**src/rtl/mig_serial_evaluator.sv**
```systemverilog
// Time-multiplexed majority-inverter-graph evaluator: one MAJ3 unit walks a programmed netlist, one node per cycle.
// Optional MIG_TRUTH_SWEEP_EN adds sweep/tt_out for a full 128-minterm truth-table sweep.
module mig_serial_evaluator #(
    parameter int MAX_NODES = 8,
    parameter int SEL_W     = 4,
    localparam int AW       = $clog2(MAX_NODES),
    localparam int IW       = 3 * (SEL_W + 1)
) (
    input  logic          clk,
    input  logic          rst,
    input  logic          prog_we,
    input  logic [AW-1:0] prog_addr,
    input  logic [IW-1:0] prog_data,
    input  logic [AW:0]   num_nodes,
    input  logic          out_inv,
    input  logic [6:0]    x_in,
    input  logic          start,
    output logic          busy,
    output logic          done,
    output logic          result,
    output logic          err
`ifdef MIG_TRUTH_SWEEP_EN
    ,
    input  logic          sweep,
    output logic [127:0]  tt_out
`endif
);

    // Handshake: start is taken only in IDLE; busy is high for the whole EVAL phase and
    // done pulses for exactly one cycle (FIN) with result/err valid, which then hold until
    // the next accepted start.
    localparam logic [1:0] S_IDLE = 2'd0;
    localparam logic [1:0] S_EVAL = 2'd1;
    localparam logic [1:0] S_FIN  = 2'd2;

    logic [1:0]           state;
    logic [IW-1:0]        prog_mem [MAX_NODES];
    logic [MAX_NODES-1:0] nodes;
    logic [AW-1:0]        k;
    logic [AW:0]          num_cap;
    logic                 inv_cap;
    logic [6:0]           x_cap;
    logic                 fault_acc;

    logic [IW-1:0]        instr;
    logic [6:0]           x_cur;
    logic [7:0]           x_ext;
    logic [SEL_W-1:0]     sel_v;
    logic [SEL_W-1:0]     node_sel;
    logic                 bit_v;
    logic [2:0]           opv;
    logic                 op_fault;
    logic                 maj;
    logic                 node_val;
    logic                 fault_now;
    logic                 last_node;
    logic                 num_bad;
    logic                 sweep_more;

`ifdef MIG_TRUTH_SWEEP_EN
    logic                 sweep_cap;
    logic [6:0]           minterm;

    assign x_cur      = sweep_cap ? minterm : x_cap;
    assign sweep_more = sweep_cap && (minterm != 7'h7f);
`else
    assign x_cur      = x_cap;
    assign sweep_more = 1'b0;
`endif

    assign busy      = (state == S_EVAL);
    assign done      = (state == S_FIN);
    assign instr     = prog_mem[k];
    // Bit 0 stands in for const0 so that select codes 1..7 index x0..x6 directly.
    assign x_ext     = {x_cur, 1'b0};
    assign maj       = (opv[0] & opv[1]) | (opv[0] & opv[2]) | (opv[1] & opv[2]);
    assign node_val  = maj ^ inv_cap;
    assign fault_now = fault_acc | op_fault;
    assign last_node = ((AW+1)'(k) + (AW+1)'(1)) == num_cap;
    assign num_bad   = (num_nodes == '0) || (num_nodes > (AW+1)'(MAX_NODES));

    // Operand decode: a node operand is legal only if it refers to an already computed node.
    always_comb begin
        opv      = '0;
        op_fault = 1'b0;
        sel_v    = '0;
        node_sel = '0;
        bit_v    = 1'b0;
        for (int i = 0; i < 3; i++) begin
            sel_v    = instr[i*(SEL_W+1) +: SEL_W];
            node_sel = sel_v - SEL_W'(8);
            bit_v    = 1'b0;
            if (int'(sel_v) < 8) begin
                bit_v = x_ext[sel_v[2:0]];
            end else if (int'(node_sel) >= int'(k) || int'(node_sel) >= MAX_NODES) begin
                op_fault = 1'b1;
            end else begin
                bit_v = nodes[node_sel[AW-1:0]];
            end
            opv[i] = bit_v ^ instr[i*(SEL_W+1) + SEL_W];
        end
    end

    always_ff @(posedge clk) begin
        if (rst) begin
            state     <= S_IDLE;
            k         <= '0;
            num_cap   <= '0;
            inv_cap   <= 1'b0;
            x_cap     <= '0;
            fault_acc <= 1'b0;
            nodes     <= '0;
            result    <= 1'b0;
            err       <= 1'b0;
            for (int i = 0; i < MAX_NODES; i++) begin
                prog_mem[i] <= '0;
            end
`ifdef MIG_TRUTH_SWEEP_EN
            sweep_cap <= 1'b0;
            minterm   <= '0;
            tt_out    <= '0;
`endif
        end else begin
            // Writes are blocked only while nodes are being evaluated; a write in the
            // start cycle lands before the first instruction fetch.
            if (prog_we && state != S_EVAL && int'(prog_addr) < MAX_NODES) begin
                prog_mem[prog_addr] <= prog_data;
            end
            case (state)
                S_IDLE: begin
                    if (start) begin
                        x_cap     <= x_in;
                        num_cap   <= num_nodes;
                        inv_cap   <= out_inv;
                        k         <= '0;
                        fault_acc <= 1'b0;
                        result    <= 1'b0;
`ifdef MIG_TRUTH_SWEEP_EN
                        sweep_cap <= sweep;
                        minterm   <= '0;
                        tt_out    <= '0;
`endif
                        if (num_bad) begin
                            err   <= 1'b1;
                            state <= S_FIN;
                        end else begin
                            err   <= 1'b0;
                            state <= S_EVAL;
                        end
                    end
                end
                S_EVAL: begin
                    nodes[k] <= maj;
                    if (!last_node) begin
                        k         <= k + AW'(1);
                        fault_acc <= fault_now;
                    end else if (sweep_more) begin
                        k         <= '0;
                        fault_acc <= fault_now;
`ifdef MIG_TRUTH_SWEEP_EN
                        minterm         <= minterm + 7'd1;
                        tt_out[minterm] <= node_val;
`endif
                    end else begin
                        state  <= S_FIN;
                        result <= fault_now ? 1'b0 : node_val;
                        err    <= fault_now;
`ifdef MIG_TRUTH_SWEEP_EN
                        if (fault_now) begin
                            tt_out <= '0;
                        end else if (sweep_cap) begin
                            tt_out[minterm] <= node_val;
                        end
`endif
                    end
                end
                S_FIN: begin
                    state <= S_IDLE;
                end
                default: begin
                    state <= S_IDLE;
                end
            endcase
        end
    end

endmodule

```
**config.mk**
```make
export PLATFORM = sky130hd
export DESIGN_NAME = mig_serial_evaluator
export DESIGN_NICKNAME = d
export VERILOG_FILES = /design/src/rtl/mig_serial_evaluator.sv
export SDC_FILE = /design/constraint.sdc
export NUM_CORES = 1
export LEC_CHECK = 0
export CORE_MARGIN = 2
export CORE_UTILIZATION = 60
export CTS_CLUSTER_DIAMETER = 200
export CTS_CLUSTER_SIZE = 12
export DETAILED_ROUTE_END_ITERATION = 7
export PLACE_DENSITY = 0.85
export SYNTH_ARGS = -nofsm -noshare
export SYNTH_HDL_FRONTEND = slang
export SYNTH_SLANG_ARGS = --single-unit
export TNS_END_PERCENT = 100
```
**constraint.sdc**
```tcl
create_clock -name clk -period 3.9 [get_ports clk]
set_input_delay 1.17 -clock clk [delete_from_list [all_inputs] [get_ports clk]]
set_output_delay 1.17 -clock clk [all_outputs]
set_load 0.01 [all_outputs]
```
# After elaboration in Yosys (flattened, before gate mapping)
# Memory sizes are Yosys's and may differ from the RTL's. A register that Yosys moved wholly into a read port is not among the register bits.
# Cells that the tools add are included.
# W data, S select, Z words.
# totals
elab_cells	118
register_bits	28
mem_count	1
ram_bits	120
output_inout_bits	4
inputBits	34
# mem_list
memory	depth	word_bits	read_ports	rd_clocked_by_memory_dff	wr	line	rtl
prog_mem	8	15	1	1	8	37	logic [IW-1:0] prog_mem [MAX_NODES];
# op_classes
addsub	5
n_reduce_logical	14
eq_ne	7
bitwise_logic	10
order_cmp	18
n_mux	54
# op_table
cell	count
$mux W1	32
$lt A3 B4 Y1 const B	7
$bmux W1 S3	6
$mux W15	1
$mux W3	5
$reduce_or A15 Y1	1
$ge A4 B3 Y1	3
$ge A4 B4 Y1 const B	3
$lt A4 B4 Y1 const B	3
$sub A4 B4 Y4 const B	3
$bwmux W8	1
$mux W2	3
$pmux W1 S2	3
$pmux W3 S2	1
$reduce_and A3 Y1	2
$add A3 B1 Y4 const B	1
$eq A4 B4 Y1	1
$gt A4 B4 Y1 const B	1
$logic_not A4 Y1	1
$logic_or A1 B1 Y1	4
$ne A2 B1 Y1 const B	2
$ne A2 B2 Y1 const B	2
$pmux W2 S2	1
$reduce_and A2 Y1	2
other kinds (11)	19

# Logic depth before layout (Yosys ltp)
# logic_depth
depth_word	13
ltp_mapped	17
mapped_depth_nobuf	15

# Worst setup path after synthesis
# Ideal clock, no wire load.
# synth_timing
kind	flip-flop to flip-flop
start	register (tool-made name)
end	register result
synth_period_minus_slack_ps	3326
path_slack_ps	574
path_buffers	2
required_time_ps	3804
setup_time_ps	96
arrival_ps	3231
stages_incl_launch_ff	15
path_cell_list	dfxtp_1 > buf_6 > buf_6 > mux4_2 > mux2_4 > ha_1 > a21o_1 > a21oi_1 > nand2_1 > a41o_1 > o31ai_1 > xnor2_1 > maj3_4 > xnor2_1 > o41ai_2
# synth_lines
element	line	rtl
to (signal assigned)	166	result <= fault_now ? 1'b0 : node_val;
to (decl)	20	output logic result,

==> reports/results.ini <==
[synthesis]
syn-num-nets = 666
synth_edf_count = 120
synth_seq_cells = 151
synthTopCellsByArea = edfxtp_1, and2_1, dfxtp_1, mux4_2, mux2i_1
ys_types = 62
yosysMostFrequentCell = and2_1
yosys_warnings = 0
syn_avg_cell_area_sq_um = 12.21
synthCells = 622
synth.top_cell.area_share_pct = 47.45
synthFlopType = edfxtp_1
synth_common_cells = and2_1, edfxtp_1, nand2_1
ys_async_sr_fraction_pct = 0
seq_area_frac_synth_pct = 55.63
synth_area_leader_cell = edfxtp_1
netlist_area_sq_um = 7594

[layout]
drive_above_1_share_pct = 14.37
diodes = 0
n_fill_cell = 818
nNetsFinal = 713
area_delta_synth_final_pct = 15.36

[clock_network]
cts_hold_buf = 0
cts_buffer_depth = 2
clock-sinks = 151
cts_setup_buffers = 0
cts_root_buf = clkbuf_16
cts_buffers = 17
cts-htree-levels = 4
clkTransAtPathRegs_ns = 0.06
clk_latency_ns = 0.43
cts_tree = built

[floorplan]
die-area_sq_um = 13570
pin_count = 38
core.rowCount = 41
start_util_pct = 60.92
core_sq_um = 12470
fp.dieW_um = 116.5
die_h_um = 116.5

[global_routing]
grt_busiest_layer = met2
antenna_found_initial = 0
grt_max_degree = 41
use_met2_pct = 51.12
grt_overflow_total = 0
grt_use_total_pct = 29.38
met1_usage_pct = 33.67
grtUsageMet3_pct = 5.812
grt_pass1_vias = 5493
grt_first_pass_wirelength_mm = 28.66

[critical_path]
cp_data_required_time_ns = 4.23
start_kind = register
critPathKind = reg2reg
critPathMaxStageDelay_ns = 0.54
critical_path.slowest_cell = mux4_2
crit_path_end_kind = register
worstPathCellList = buf_12 -> mux4_2 -> mux2i_2 -> ha_1 -> nand2b_1 -> a21o_1 -> a21o_1 -> nor3_1 -> a22oi_1 -> o211ai_1 -> xnor2_1 -> maj3_4 -> xnor2_1 -> o41ai_2
cp_max_fo = 27
arrival_ns = 4.06

[power_and_ir_drop]
irDropWorstVdd_mv = 0.3148
p_per_area_nw_per_um2 = 430.2
p_leak_uw = 0.003185

[route]
via_per_inst = 6.170
drc = 0
wl_per_cell_um = 22.05
drt_iter0_markers = 562
ant_nets = 0
wl_mm = 18.83
vias = 5269
drt_pass1_iterations = 5

[place]
place_congestion = 0.9274
portBuffers = 37
hpwl_mm = 11.78

[outcome]
status = complete, no violations

[sta]
hold_viol_final = 0
skew_ns = 0.01074
finalSetupTns_ns = 0
fmax_mhz = 268.3
grt_setup_unrepaired = no
whs_ns = 0.4895
fin_crit_sh_pct = 95.57
fin_crit_ns = 3.727
finalMaxSlewViolations = 0
maxSlewHeadroom_pct = 62.34
worst-slew-pin-transition_ns = 0.5649
finalSetupViolCount = 0

[min_path]
hold_path.class = reg2reg

[run]
drv_cap = 0

==> cell usage in the layout (no fill, tap or decap), types with 3 or more instances in the layout <==
master	Yosys	final
clkbuf_1	17	4
nand4_1	3	3
clkinv_2	0	4
a22oi_2	2	3
nor3_1	10	10
xor2_1	3	3
nand3b_1	10	10
a22oi_1	5	4
xnor2_1	6	6
nand3_1	12	12
a22o_1	4	4
nand2b_1	9	9
inv_1	15	15
dfxtp_1	31	30
a31oi_1	3	3
nor2b_1	7	7
nand2_1	46	46
mux4_2	20	20
o31ai_1	4	4
nor2_1	22	22
clkdlybuf4s50_1	0	37
or2_2	8	8
ha_1	10	10
a21o_1	3	3
o21ai_1	5	5
or4_1	3	3
and2_1	123	123
o21ai_0	8	8
edfxtp_1	120	120
mux2_2	8	8
clkbuf_16	0	18
a21oi_1	23	23
buf_4	0	18
mux2i_1	31	31
o311a_1	4	4
==> area by class of cell <==
type	instances	area (sq um)	share of cell area, %
multi-input combinational	426	3161	36.08
inverter	17	63.81	0.7285
clock inverter	8	73.82	0.8427
tap	172	215.2	2.457
sequential	151	4228	48.26
timing repair buffer	56	525.5	5.999
clock buffer	24	493.0	5.628
==> registers in the layout (all words and copies together) (netlist names), named ones only <==
register   count
state          2
num_cap        4
nodes          8
prog_mem     120
x_cap          7
result         1
inv_cap        1
k              3
fault_acc      1
err            1
==> worst max-delay path: cells and delay by family (launching register included) <==
| family | cells | cell delay, ns |
|---|---|---|
| AOI/OAI and AO/OA | 5 | 0.79 |
| xor gates and xnor gates | 2 | 0.27 |
| and+or+nand+nor | 2 | 0.37 |
| muxes | 2 | 0.90 |
| adders and majority gates | 2 | 0.69 |
| buffers and inverters | 1 | 0.24 |
| DFF | 1 | 0.37 |
==> kinds of logic after synthesis <==
kind of cell               after synthesis  synth area share, %
xor gates and xnor gates                 9                1.038
AOI/OAI and AO/OA                       83                7.744
DFF                                    151                55.63
adders and majority gates               11                1.829
and+or+nand+nor                        262                19.36
muxes                                   61                11.58
buffers and inverters                   45                2.818
==> metal layers <==
metal	up-vias	share of wire, %
met1	2530	36
met2	288	51
met5	-	0
li1	2370	-
met4	0	4.5
met3	81	8.4
==> where the power goes <==
part | internal (uW) | switching [uW] | total [uW]
sequential | 1810 | 37.7 | 1840
combinational | 149 | 204 | 353
clock | 947 | 624 | 1570
==> final timing paths <==
path	startpoint	end	slack, ns	cells past startpoint
setup / recovery	register	result	0.17	14
hold / removal	inv_cap	inv_cap	0.49	2
setup reg to reg	register	result	0.17	14
hold reg to reg	inv_cap	inv_cap	0.49	2
==> metrics by stage <==
step,worst slack [ns],cell area (sq um),util (%),instances,total power [uW]
final,0.1729,8760,70.27,854,3768
after detailed placement,0.1986,8185,65.66,822,2219
after CTS,0.1140,8752,70.21,854,3765
after floorplan,0.5735,7594,-,622,2083
after global routing,0.02726,8760,70.27,854,3866
after global placement,0.3861,8185,65.66,822,2202
==> repair_timing <==
item                                    4_1_cts  5_1_grt
hold endpoints to repair                      0        0
resized for setup                             0        2
endpoints found under the setup margin        0        8
(Power assumes the default switching activity.)
